--- config.mk ---
export PLATFORM = sky130hd
export DESIGN_NAME = pkt_framer_flat
export DESIGN_NICKNAME = d
export VERILOG_FILES = /design/src/rtl/pkt_pkg.sv /design/src/rtl/pkt_framer_if.sv /design/src/rtl/pkt_framer.sv /design/src/flat_wrapper.sv
export SDC_FILE = /design/constraint.sdc
export NUM_CORES = 1
export LEC_CHECK = 0
export BUFFER_PORTS_ARGS = -buffer_cell sky130_fd_sc_hd__buf_2
export CAP_MARGIN = 20
export CORE_MARGIN = 2
export CORE_UTILIZATION = 45
export CTS_BUF_LIST = sky130_fd_sc_hd__clkbuf_16
export DETAILED_ROUTE_END_ITERATION = 8
export PLACE_DENSITY_LB_ADDON = 0.2
export SLEW_MARGIN = 25
export SYNTH_ARGS = -nofsm -noshare
export SYNTH_HDL_FRONTEND = slang
export SYNTH_SLANG_ARGS = --single-unit
--- constraint.sdc ---
create_clock -name clk -period 3.95 [get_ports clk]
set_input_delay 0.79 -clock clk [delete_from_list [all_inputs] [get_ports clk]]
set_output_delay 0.79 -clock clk [all_outputs]
set_load 0.1 [all_outputs]
--- src/rtl/pkt_pkg.sv ---
// Shared definitions for the packet framer and the downstream head/data/tail
// channel FSM, so both stages agree on state encodings and minimum length.
package pkt_pkg;

    typedef enum logic [1:0] {
        IDLE = 2'd0,
        SEND = 2'd1,
        GAP  = 2'd2
    } fr_state_e;

    localparam int PKT_MIN_LEN = 2;

    // Downstream channel FSM states, derived from valid/head/tail.
    typedef enum logic [1:0] {
        STATE_IDLE = 2'd0,
        STATE_HEAD = 2'd1,
        STATE_DATA = 2'd2,
        STATE_TAIL = 2'd3
    } ch_state_e;

endpackage

--- src/rtl/pkt_framer_if.sv ---
// Command + framed-beat channel of the packet framer. The master side is the
// framer itself; the slave side is the command source / beat consumer.
interface pkt_framer_if #(
    parameter int LEN_W = 8,
    parameter int DW    = 8,
    parameter int CNT_W = 16
);
    import pkt_pkg::*;

    logic             cmd_valid;
    logic [LEN_W-1:0] cmd_len;
    logic             cmd_ready;
    logic             stall;
    logic             valid;
    logic             head;
    logic             tail;
    logic [DW-1:0]    data;
    logic             busy;
    logic [CNT_W-1:0] pkt_cnt;

    modport master (
        input  cmd_valid, cmd_len, stall,
        output cmd_ready, valid, head, tail, data, busy, pkt_cnt
    );

    modport slave (
        output cmd_valid, cmd_len, stall,
        input  cmd_ready, valid, head, tail, data, busy, pkt_cnt
    );

endinterface

--- src/rtl/pkt_framer.sv ---
// Packet framer: turns a length command into a head/data.../tail beat train with
// registered channel outputs, optional stall bubbles and an inter-packet gap.
module pkt_framer
    import pkt_pkg::*;
#(
    parameter int LEN_W   = 8,
    parameter int DW      = 8,
    parameter int MIN_GAP = 0,
    parameter int CNT_W   = 16
) (
    input  logic         clk,
    input  logic         reset_n,
    pkt_framer_if.master bus
);

    // Gap counter only has to hold MIN_GAP-1.
    localparam int GAP_W = (MIN_GAP > 1) ? $clog2(MIN_GAP) : 1;

    fr_state_e        state_q, state_d;
    logic [LEN_W-1:0] beat_q, beat_d;
    logic [LEN_W-1:0] len_q, len_d;
    logic [GAP_W-1:0] gap_cnt_q, gap_cnt_d;
    logic             valid_q, valid_d;
    logic             head_q, head_d;
    logic             tail_q, tail_d;
    logic [DW-1:0]    data_q, data_d;
    logic [CNT_W-1:0] pkt_cnt_q, pkt_cnt_d;
    logic             last_beat;

    assign last_beat = (beat_q == len_q - LEN_W'(1));

    always_ff @(posedge clk or negedge reset_n) begin
        if (!reset_n) begin
            state_q   <= IDLE;
            beat_q    <= '0;
            len_q     <= '0;
            gap_cnt_q <= '0;
            valid_q   <= 1'b0;
            head_q    <= 1'b0;
            tail_q    <= 1'b0;
            data_q    <= '0;
            pkt_cnt_q <= '0;
        end else begin
            state_q   <= state_d;
            beat_q    <= beat_d;
            len_q     <= len_d;
            gap_cnt_q <= gap_cnt_d;
            valid_q   <= valid_d;
            head_q    <= head_d;
            tail_q    <= tail_d;
            data_q    <= data_d;
            pkt_cnt_q <= pkt_cnt_d;
        end
    end

    always_comb begin
        state_d   = state_q;
        beat_d    = beat_q;
        len_d     = len_q;
        gap_cnt_d = gap_cnt_q;
        valid_d   = 1'b0;
        head_d    = 1'b0;
        tail_d    = 1'b0;
        data_d    = data_q;
        pkt_cnt_d = pkt_cnt_q;

        unique case (state_q)
            IDLE: begin
                if (bus.cmd_valid) begin
                    len_d   = (bus.cmd_len < LEN_W'(PKT_MIN_LEN)) ? LEN_W'(PKT_MIN_LEN)
                                                                  : bus.cmd_len;
                    beat_d  = '0;
                    state_d = SEND;
                end
            end
            SEND: begin
                // A stalled edge emits a bubble; beat and data are left untouched.
                if (!bus.stall) begin
                    valid_d = 1'b1;
                    head_d  = (beat_q == '0);
                    tail_d  = last_beat;
                    data_d  = DW'(beat_q);
                    beat_d  = beat_q + LEN_W'(1);
                    if (last_beat) begin
                        pkt_cnt_d = pkt_cnt_q + CNT_W'(1);
                        if (MIN_GAP == 0) begin
                            state_d = IDLE;
                        end else begin
                            state_d   = GAP;
                            gap_cnt_d = GAP_W'(MIN_GAP - 1);
                        end
                    end
                end
            end
            GAP: begin
                if (gap_cnt_q == '0) state_d = IDLE;
                else                 gap_cnt_d = gap_cnt_q - GAP_W'(1);
            end
            default: state_d = IDLE;
        endcase
    end

    assign bus.cmd_ready = (state_q == IDLE);
    assign bus.busy      = (state_q != IDLE);
    assign bus.valid     = valid_q;
    assign bus.head      = head_q;
    assign bus.tail      = tail_q;
    assign bus.data      = data_q;
    assign bus.pkt_cnt   = pkt_cnt_q;

endmodule

--- src/flat_wrapper.sv ---
// flat-port wrapper written by rule: the top's interface ports become plain ports
module pkt_framer_flat import pkt_pkg::*;
#(
    parameter int LEN_W   = 8,
    parameter int DW      = 8,
    parameter int MIN_GAP = 0,
    parameter int CNT_W   = 16
)
  (clk, reset_n, bus_cmd_valid, bus_cmd_len, bus_stall, bus_cmd_ready, bus_valid, bus_head, bus_tail, bus_data, bus_busy, bus_pkt_cnt);
  pkt_framer_if #(.LEN_W(LEN_W), .DW(DW), .CNT_W(CNT_W)) bus_i ();
  input  logic clk;
  input  logic reset_n;
  input wire logic [$bits(bus_i.cmd_valid)-1:0] bus_cmd_valid;
  input wire logic [$bits(bus_i.cmd_len)-1:0] bus_cmd_len;
  input wire logic [$bits(bus_i.stall)-1:0] bus_stall;
  output wire logic [$bits(bus_i.cmd_ready)-1:0] bus_cmd_ready;
  output wire logic [$bits(bus_i.valid)-1:0] bus_valid;
  output wire logic [$bits(bus_i.head)-1:0] bus_head;
  output wire logic [$bits(bus_i.tail)-1:0] bus_tail;
  output wire logic [$bits(bus_i.data)-1:0] bus_data;
  output wire logic [$bits(bus_i.busy)-1:0] bus_busy;
  output wire logic [$bits(bus_i.pkt_cnt)-1:0] bus_pkt_cnt;
  assign bus_i.cmd_valid = bus_cmd_valid;
  assign bus_i.cmd_len = bus_cmd_len;
  assign bus_i.stall = bus_stall;
  assign bus_cmd_ready = bus_i.cmd_ready;
  assign bus_valid = bus_i.valid;
  assign bus_head = bus_i.head;
  assign bus_tail = bus_i.tail;
  assign bus_data = bus_i.data;
  assign bus_busy = bus_i.busy;
  assign bus_pkt_cnt = bus_i.pkt_cnt;
  pkt_framer #(.LEN_W(LEN_W), .DW(DW), .MIN_GAP(MIN_GAP), .CNT_W(CNT_W)) u_core (.clk(clk), .reset_n(reset_n), .bus(bus_i));
endmodule
==> results of run 1 <==
[power by group through the flow]
stage               Combinational, mW  Clock [mW]  Sequential [mW]
floorplan                       0.331           0            0.903
global placement                0.688           0            0.675
detailed placement              0.698           0            0.673
CTS                             0.703       0.407            0.667
global route                    0.750       0.430            0.684
finish                          0.697       0.399            0.666
[metrics by stage]
step	hold WS [ns]	util (%)	cells	total power [mW]
finish	0.471	54.2	318	1.76
global route	0.504	54.2	318	1.86
detailed placement	0.462	51.1	310	1.37
floorplan	0.465	-	225	1.23
CTS	0.478	54.1	318	1.78
global placement	0.462	51.1	310	1.36
[how the worst max path moves through the flow]
stage	startpoint	to	slack, ns	cells past startpoint
2_1_floorplan	u_core.state_q[0]	bus_cmd_ready	1.53	1
3_3_place_gp	bus_stall	u_core.bus.pkt_cnt[1]	1.20	7
3_5_place_dp	bus_stall	u_core.bus.pkt_cnt[1]	1.16	7
4_1_cts	u_core.len_q[0]	u_core.bus.pkt_cnt[1]	1.28	7
5_1_grt	u_core.len_q[0]	u_core.bus.pkt_cnt[11]	1.05	8
6_report	u_core.len_q[0]	u_core.bus.pkt_cnt[1]	1.31	7
[Yosys cell counts, drive strengths merged (2+ instances only)]
library cell	count	area share [%]
and3	6	1.7
a21oi	4	0.93
and4	2	0.81
xnor2	18	7.3
nand4	12	3.5
buf	4	1.2
a211oi	2	1.3
nor2	10	1.7
ha	4	2.3
nor3	5	1.2
nor4	2	1.3
nand3	4	0.93
nand2	50	8.7
o21ai	15	3.5
inv	9	1.6
nand2b	5	1.5
clkbuf	6	1.0
xor2	5	2.0
dfrtp	44	51
a31oi	2	0.58
[registers in the layout, indices dropped and copies added, names as in the netlist]
register and count:
u_core.beat_q 8, u_core.len_q 8, u_core.bus.pkt_cnt 16, u_core.bus.data 8, u_core.bus.head 1, u_core.bus.tail 1, u_core.bus.valid 1, u_core.state_q 1
[critical path, delay by kind of cell, from the launching register on]
family,cells,cell delay (ns)
fa+ha+maj,1,0.30
buf+inv,1,0.10
mux,1,0.41
flops,1,0.44
compound gates,4,1.28
[final cells by class]
cell class	instances	area [um^2]	share of cell area (%)
clock buffers	5	125	4.95
repair buffers	41	210	8.32
well taps	54	67.6	2.67
multi-input cells	162	973	38.5
inverters	9	33.8	1.34
clock inverters	3	15.0	0.594
flip-flops and latches	44	1100	43.6
[logic make-up (layout without fill, tap and decap cells)]
group | Yosys count | after routing | share of synthesized area, %
AND/OR/NAND/NOR | 101 | 101 | 22.9
multiplexers | 1 | 1 | 0.522
AO/OA/AOI/OAI | 33 | 33 | 10.1
adder cells (fa/ha/maj) | 4 | 4 | 2.32
XOR/XNOR | 23 | 23 | 9.34
buffers and inverters | 19 | 58 | 3.83
flip-flops | 44 | 44 | 51.0
[routing by layer]
layer / global-route usage [%] / vias up
met3: 4.97 / 5
met2: 28.1 / 35
met1: 25.0 / 812
met4: 6.17 / 0
met5: 0 / -
li1: - / 848
[layout by cell type (no fill, tap or decap), types with 2 or more instances in the layout]
cell type  instances
ha_1               4
nor3_1             5
and4_1             2
nand2_1           50
and3_1             6
dfrtp_1           44
clkbuf_16          5
nand2b_1           5
inv_1             10
o21ai_0           15
a31oi_1            2
nand4_1           12
buf_2             39
xor2_1             5
xnor2_1           18
a21oi_1            4
nor2_1            10
buf_4              2
nand3_1            4
==> out/qor.tcl, run 1 <==
set qor(outcome) {completed}
set qor(via_count_of_the_first_global_routing_pass) 1619
set qor(post_drt_via_cell_ratio) 5.35
set qor(grt_max_degree) 45
set qor(gp_congestion) 0.729
set qor(met1_wl_mm) 2.09
set qor(r2r_end) {u_core.bus.pkt_cnt[1]}
set qor(global_route_wire_length_before_repair_mm) 7.51
set qor(routed_wire_length_per_instance_um) 13.7
set qor(floorplan.io_pins) 41
set qor(syn_inst_count) 225
set qor(power_frac_clock_pct) 22.7
set qor(synth_seq_cells) 44
set qor(fp.dieH_um) 73.2
set qor(start_kind) {register}
set qor(groute.usage.overall_pct) 18.3
set qor(synth.yosys.seq_area_share_pct) 51.0
set qor(netlist_area_um2) 2160
set qor(root_buffer) {clkbuf_16}
set qor(sequentialPowerShare_pct) 37.8
set qor(clk-insertion-delay-late_ns) 0.29
set qor(grt_overflow) 0
set qor(proportion_of_layout_cells_with_a_drive_suffix_above_1_pct) 18.9
set qor(cts_made_buffers) 5
set qor(synth.distinct_cells) 39
set qor(setup_slack_ns) 1.31
set qor(tightest_slew_ns) 0.735
set qor(worstPathRequired_ns) 4.12
set qor(synth_top_flop_cell) {dfrtp_1}
set qor(finish.net_count) 279
set qor(post-route-cell-area_um2) 2530
set qor(slew-limit-headroom_pct) 50.9
set qor(min_period_over_period_pct) 67.0
set qor(drt_pass1_iterations) 4
set qor(cap_violations) 0
set qor(synthesis.area_per_instance_um2) 9.59
set qor(ctsHtreeMaxLevel) 2
set qor(cell_internal_pwr_mw) 0.963
set qor(num_vias) 1700
set qor(power.switching_mw) 0.799
set qor(diodes) 0
set qor(timing.setup.critical_path_class) {register to register}
set qor(die_w_um) 73.2
set qor(timing.critical_path.to_type) {register}
set qor(ff2ff_path_depth) 7
set qor(std_cell_rows) 25
set qor(route.detailed.drc) 0
set qor(worst_setup_slack_after_placement_ns) 1.16
set qor(power_frac_comb_pct) 39.5
set qor(total_of_buffers_placed_on_input_and_output_ports) 40
set qor(critPathMaxStageDelay_ns) 0.68
set qor(min-delay-start) {u_core.bus.data[4]}
set qor(layout-area-overhead-vs-synth_pct) 17.1
set qor(clock-skew-final_ns) 0.00472
set qor(worst_hold_path.num_cells) 2
set qor(r2r-start) {u_core.len_q[0]}
set qor(ctsResizeCount) 0
set qor(cts.reportedPaths.clkPinSlew_ns) 0.06
set qor(regToRegSetupSlack_ns) 1.31
set qor(post-dp-hpwl_mm) 2.98
set qor(grt_antenna_before_repair) 0
set qor(start_util_pct) 46.3
set qor(post-cts-setup-buffers) 0
set qor(crit_chain) {inv_1, ha_1, o21bai_1, a211oi_1, o21ai_0, a211oi_4, mux2_2}
set qor(number_of_flops_mapped_to_enable_cells_by_yosys) 0
set qor(power.switching_fraction_pct) 45.3
set qor(holdCritPathClass) {register to register}
set qor(maximum_frequency_from_static_timing_analysis_mhz) 378
set qor(area_of_placed_instances_um2) 2380
set qor(synth-async-reset-ratio_pct) 100
set qor(power_density_nw_per_um2) 698
set qor(syn_nets) 241
set qor(met3_wirelength_from_detailed_routing_um) 171
set qor(cts_num_sinks) 44
set qor(antenna_left) 0
set qor(rsz0062_at_grt) {no}
set qor(route.final.wire_length_mm) 4.34
set qor(post_cts_hold_buffer_count) 0
set qor(clock_tree_from_tritoncts) {built}
set qor(die_area_um2) 5360
set qor(ys.warnings.count) 0
set qor(timing.setup.tns_ns) 0
set qor(post_route_minimum_period_ns) 2.64
set qor(clockBufferDepth) 2
set qor(detail_route.iter0.violations) 120
set qor(hold_end) {u_core.bus.data[4]}
set qor(power_leakage_nw) 1.27
set qor(crit_arrival_ns) 2.81
set qor(design.core.area_um2) 4660
set qor(finalSetupViolCount) 0
set qor(wl_met2_mm) 2.02
set qor(report.final.slew_viol_count) 0
set qor(routed.top_layer) {met4}
set qor(worstPathMaxFanout) 18
set qor(layout.filler_cells) 424
set qor(peakVddDrop_uv) 541
set qor(report.final.hold_viol_count) 0
set qor(crit_path_top_delay_cell) {a211oi_4}
No activity file was read; power rests on OpenSTA's default activity.
==> run 2, diff against run 1 <==
- ABC_AREA: unset -> 1
- clock period: 3.95 -> 2.38 ns (I/O delays scaled with it)
==> run 2 against run 1 <==
Effect of this change:
- clock power rose by 63%
- via count increased by 24%
- combinational power grew 110%
- area after synthesis up 13%
==> out/qor.tcl, run 2 <==
set qor(outcome) {completed} ;# unchanged
set qor(critical-path-top-cell-by-count) {nand2_1}
set qor(timing.setup.critical_path_class) {register to register} ;# unchanged
set qor(via_count_of_the_first_global_routing_pass) 1949 ;# was 1619
set qor(synth_top_flop_cell) {dfrtp_1} ;# unchanged
set qor(layoutNonFillerInstCount) 432 ;# was 318
set qor(clk-insertion-delay-late_ns) 0.28 ;# was 0.29 ns
set qor(report.final.hold_viol_count) 0 ;# unchanged
set qor(finish.net_count) 377 ;# was 279
set qor(layout.filler_cells) 506 ;# was 424
set qor(syn_inst_count) 312 ;# was 225
set qor(ctsResizeCount) 0 ;# unchanged
set qor(yosysTopAreaCellShare_pct) 45.0 ;# was 51.0%
set qor(synth-async-reset-ratio_pct) 100 ;# unchanged
set qor(post-dp-hpwl_mm) 3.78 ;# was 2.98 mm
set qor(timing.critical_path.max_delay_family) {simple AND/OR/NAND/NOR gates} ;# was compound AO/OA/AOI/OAI gates
set qor(ys.warnings.count) 0 ;# unchanged
set qor(floorplan.io_pins) 41 ;# unchanged
set qor(timing.setup.tns_ns) 0 ;# unchanged
set qor(layout-area-overhead-vs-synth_pct) 18.3 ;# was 17.1%
set qor(clock_tree_from_tritoncts) {built} ;# unchanged
set qor(proportion_of_layout_cells_with_a_drive_suffix_above_1_pct) 22.7 ;# was 18.9%
set qor(root_buffer) {clkbuf_16} ;# unchanged
set qor(diodes) 0 ;# unchanged
set qor(number_of_flops_mapped_to_enable_cells_by_yosys) 0 ;# unchanged
set qor(netlist.top_cell.by_area) {dfrtp_1} ;# unchanged
set qor(routed_wire_length_per_instance_um) 11.7 ;# was 13.7 um
set qor(groute.usage.overall_pct) 18.8 ;# was 18.3%
set qor(ff2ff_path_depth) 14 ;# was 7
set qor(most_congested_layer_reported_by_global_routing) {met2} ;# unchanged
set qor(grt_max_degree) 32 ;# was 45
set qor(critPathMaxStageDelay_ns) 0.40 ;# was 0.68 ns
set qor(commonest_non_fill_non_tap_cell_in_the_layout) {nand2_1} ;# unchanged
set qor(cts_num_sinks) 44 ;# unchanged
set qor(post_drt_via_cell_ratio) 4.89 ;# was 5.35
set qor(peakVddDrop_uv) 629 ;# was 541 uV
set qor(synth.top_cells.by_count) {nand2_1 (79), inv_1 (46), dfrtp_1 (44)} ;# was nand2_1 (50), dfrtp_1 (44), xnor2_1 (18)
set qor(num_vias) 2112 ;# was 1700
set qor(detail_route.iter0.violations) 124 ;# was 120
set qor(die_w_um) 77.7 ;# was 73.2 um
set qor(die_area_um2) 6040 ;# was 5360 um^2
set qor(timing.critical_path.to_type) {register} ;# unchanged
set qor(cts_made_buffers) 5 ;# unchanged
set qor(gp_congestion) 0.816 ;# was 0.729
set qor(global_route_wire_length_before_repair_mm) 8.96 ;# was 7.51 mm
set qor(cap_violations) 0 ;# unchanged
set qor(clockBufferDepth) 2 ;# unchanged
set qor(rsz0062_at_grt) {no} ;# unchanged
set qor(worst_hold_slack_after_final_layout_ns) 0.221 ;# was 0.471 ns
set qor(ctsHtreeMaxLevel) 2 ;# unchanged
set qor(grt_overflow) 0 ;# unchanged
set qor(crit_arrival_ns) 2.25 ;# was 2.81 ns
set qor(clock-skew-final_ns) 0.00295 ;# was 0.00472 ns
set qor(globalRouteMet3Util_pct) 3.60 ;# was 4.97%
set qor(holdCritPathClass) {input port to async pin} ;# was register to register
set qor(report.final.slew_viol_count) 0 ;# unchanged
set qor(start_util_pct) 47.3 ;# was 46.3%
set qor(power_density_nw_per_um2) 1130 ;# was 698 nW/um^2
set qor(start_kind) {register} ;# unchanged
set qor(total_of_buffers_placed_on_input_and_output_ports) 40 ;# unchanged
set qor(route.final.wire_length_mm) 5.08 ;# was 4.34 mm
set qor(place_inst) 424 ;# was 310
set qor(route.detailed.drc) 0 ;# unchanged
set qor(min_period_over_period_pct) 87.5 ;# was 67.0%
set qor(drt_pass1_iterations) 4 ;# unchanged
set qor(synth.yosys.seq_area_share_pct) 45.0 ;# was 51.0%
set qor(maximum_frequency_from_static_timing_analysis_mhz) 480 ;# was 378 MHz
set qor(post_cts_hold_buffer_count) 0 ;# unchanged
set qor(flip_flop_count_of_the_largest_register_all_copies_and_words_added) 16 ;# unchanged
set qor(slew-limit-headroom_pct) 56.0 ;# was 50.9%
set qor(post_route_minimum_period_ns) 2.08 ;# was 2.64 ns
set qor(power_mw) 3.26 ;# was 1.76 mW
set qor(synth_seq_cells) 44 ;# unchanged
set qor(crit_path_top_delay_cell) {dfrtp_1} ;# was a211oi_4
set qor(crit_chain) {inv_2, ha_1, nand2_1, inv_1, nor2_1, nand2_1, nor2_1, nand2_1, nor2_1, nand3_1, nor2_2, buf_4, nand2_1, xor2_1} ;# was inv_1, ha_1, o21bai_1, a211oi_1, o21ai_0, a211oi_4, mux2_2
set qor(globalRouteMet1Util_pct) 26.8 ;# was 25.0%
set qor(tightest_slew_ns) 0.660 ;# was 0.735 ns
set qor(design.core.area_um2) 5170 ;# was 4660 um^2
set qor(syn_nets) 328 ;# was 241
set qor(finalSetupViolCount) 0 ;# unchanged
set qor(synthTopCellsByArea) {dfrtp_1 (45%), nand2_1 (12%), inv_1 (7.1%)} ;# was dfrtp_1 (51%), nand2_1 (8.7%), xnor2_1 (7.3%)
set qor(fp.dieH_um) 77.7 ;# was 73.2 um
set qor(synth.distinct_cells) 29 ;# was 39
set qor(grt_antenna_before_repair) 0 ;# unchanged
set qor(worstPathMaxFanout) 11 ;# was 18
set qor(synthMostInstantiatedCell) {nand2_1} ;# unchanged
set qor(cp.buffers_inverters) 3 ;# was 1
set qor(antenna_left) 0 ;# unchanged
set qor(worstPathRequired_ns) 2.55 ;# was 4.12 ns
set qor(path_depth) 14 ;# was 7
set qor(synthesis.area_per_instance_um2) 7.84 ;# was 9.59 um^2
set qor(global_route.usage.met2_pct) 28.3 ;# was 28.1%
set qor(std_cell_rows) 26 ;# was 25
set qor(mostFrequentLayoutCells) {nand2_1 (79), inv_1 (46), dfrtp_1 (43)} ;# was nand2_1 (50), dfrtp_1 (44), buf_2 (39)
set qor(cts.reportedPaths.clkPinSlew_ns) 0.06 ;# about the same
set qor(power_leakage_nw) 1.57 ;# was 1.27 nW
set qor(post-cts-setup-buffers) 0 ;# unchanged
set qor(netlist_area_um2) 2440 ;# was 2160 um^2
==> run 2: cell types whose count changed after synthesis, sizes merged, moves of 3 or more <==
cell,before,now
and3,6,1
buf,4,1
clkbuf,6,2
inv,9,50
nand2,50,86
nand2b,5,0
nand3,4,24
nor2,10,37
nor3,5,8
o21ai,15,19
xnor2,18,6
==> run 2: report_power, final <==
| part | internal [mW] | switching [mW] | leakage (nW) |
|---|---|---|---|
| clock network | 0.381 | 0.271 | 0.0710 |
| logic | 0.374 | 1.10 | 0.975 |
| registers | 0.940 | 0.192 | 0.523 |
| total | 1.69 | 1.57 | 1.57 |
==> run 2: worst register-to-register path, stage by stage, from the launching register on <==
cell	delay, ns
dfrtp_1	0.40
inv_2	0.09
ha_1	0.32
nand2_1	0.07
inv_1	0.03
nor2_1	0.12
nand2_1	0.06
nor2_1	0.08
nand2_1	0.06
nor2_1	0.15
nand3_1	0.11
nor2_2	0.08
buf_4	0.18
nand2_1	0.08
xor2_1	0.14
==> run 2: logic make-up (layout without fill, tap and decap cells) <==
logic type                 after synthesis  after routing  share of synthesized area, %
xor gates and xnor gates                12             12                          5.22
DFF                                     44             44                          45.0
adders and majority gates                4              4                          2.05
AOI/OAI and AO/OA                       28             28                          6.09
buffers and inverters                   53            103                          8.44
and+or+nand+nor                        171            171                          33.2
==> run 2: through the flow <==
stage               utilization, %  area (um^2)  setup WS, ns
detailed placement            53.2         2750         0.319
global placement              53.2         2750         0.362
floorplan                        -         2450         0.109
global route                  55.9         2890        0.0498
CTS                           55.9         2890         0.296
finish                        55.9         2890         0.298
==> run 2: final cells by class <==
class                   instances  area (um^2)  area share (%)
well taps                      70         87.6            3.03
clock inverters                 3         13.8           0.476
inverters                      50          188            6.49
repair buffers                 45          238            8.22
flip-flops and latches         44         1100            38.1
clock buffers                   5          125            4.33
multi-input cells             215         1140            39.3
==> run 2: routing by layer <==
| layer | vias to the layer above | wire (um) |
|---|---|---|
| li1 | 1091 | - |
| met1 | 972 | 2580 |
| met2 | 43 | 2220 |
| met3 | 6 | 192 |
| met4 | 0 | 89 |
| met5 | - | 0 |
==> run 2: path summary, 6_finish.rpt <==
kind / from / end / slack [ns]
setup / recovery: u_core.len_q[0] / u_core.bus.pkt_cnt[5] / 0.30
hold / removal: reset_n / u_core.len_q[2] / 0.22
setup reg to reg: u_core.len_q[0] / u_core.bus.pkt_cnt[5] / 0.30
hold reg to reg: u_core.bus.data[7] / u_core.bus.data[7] / 0.48
max in group asynchronous: reset_n / u_core.bus.pkt_cnt[1] / 1.51
min in group clk: bus_cmd_len[5] / u_core.len_q[5] / 0.41
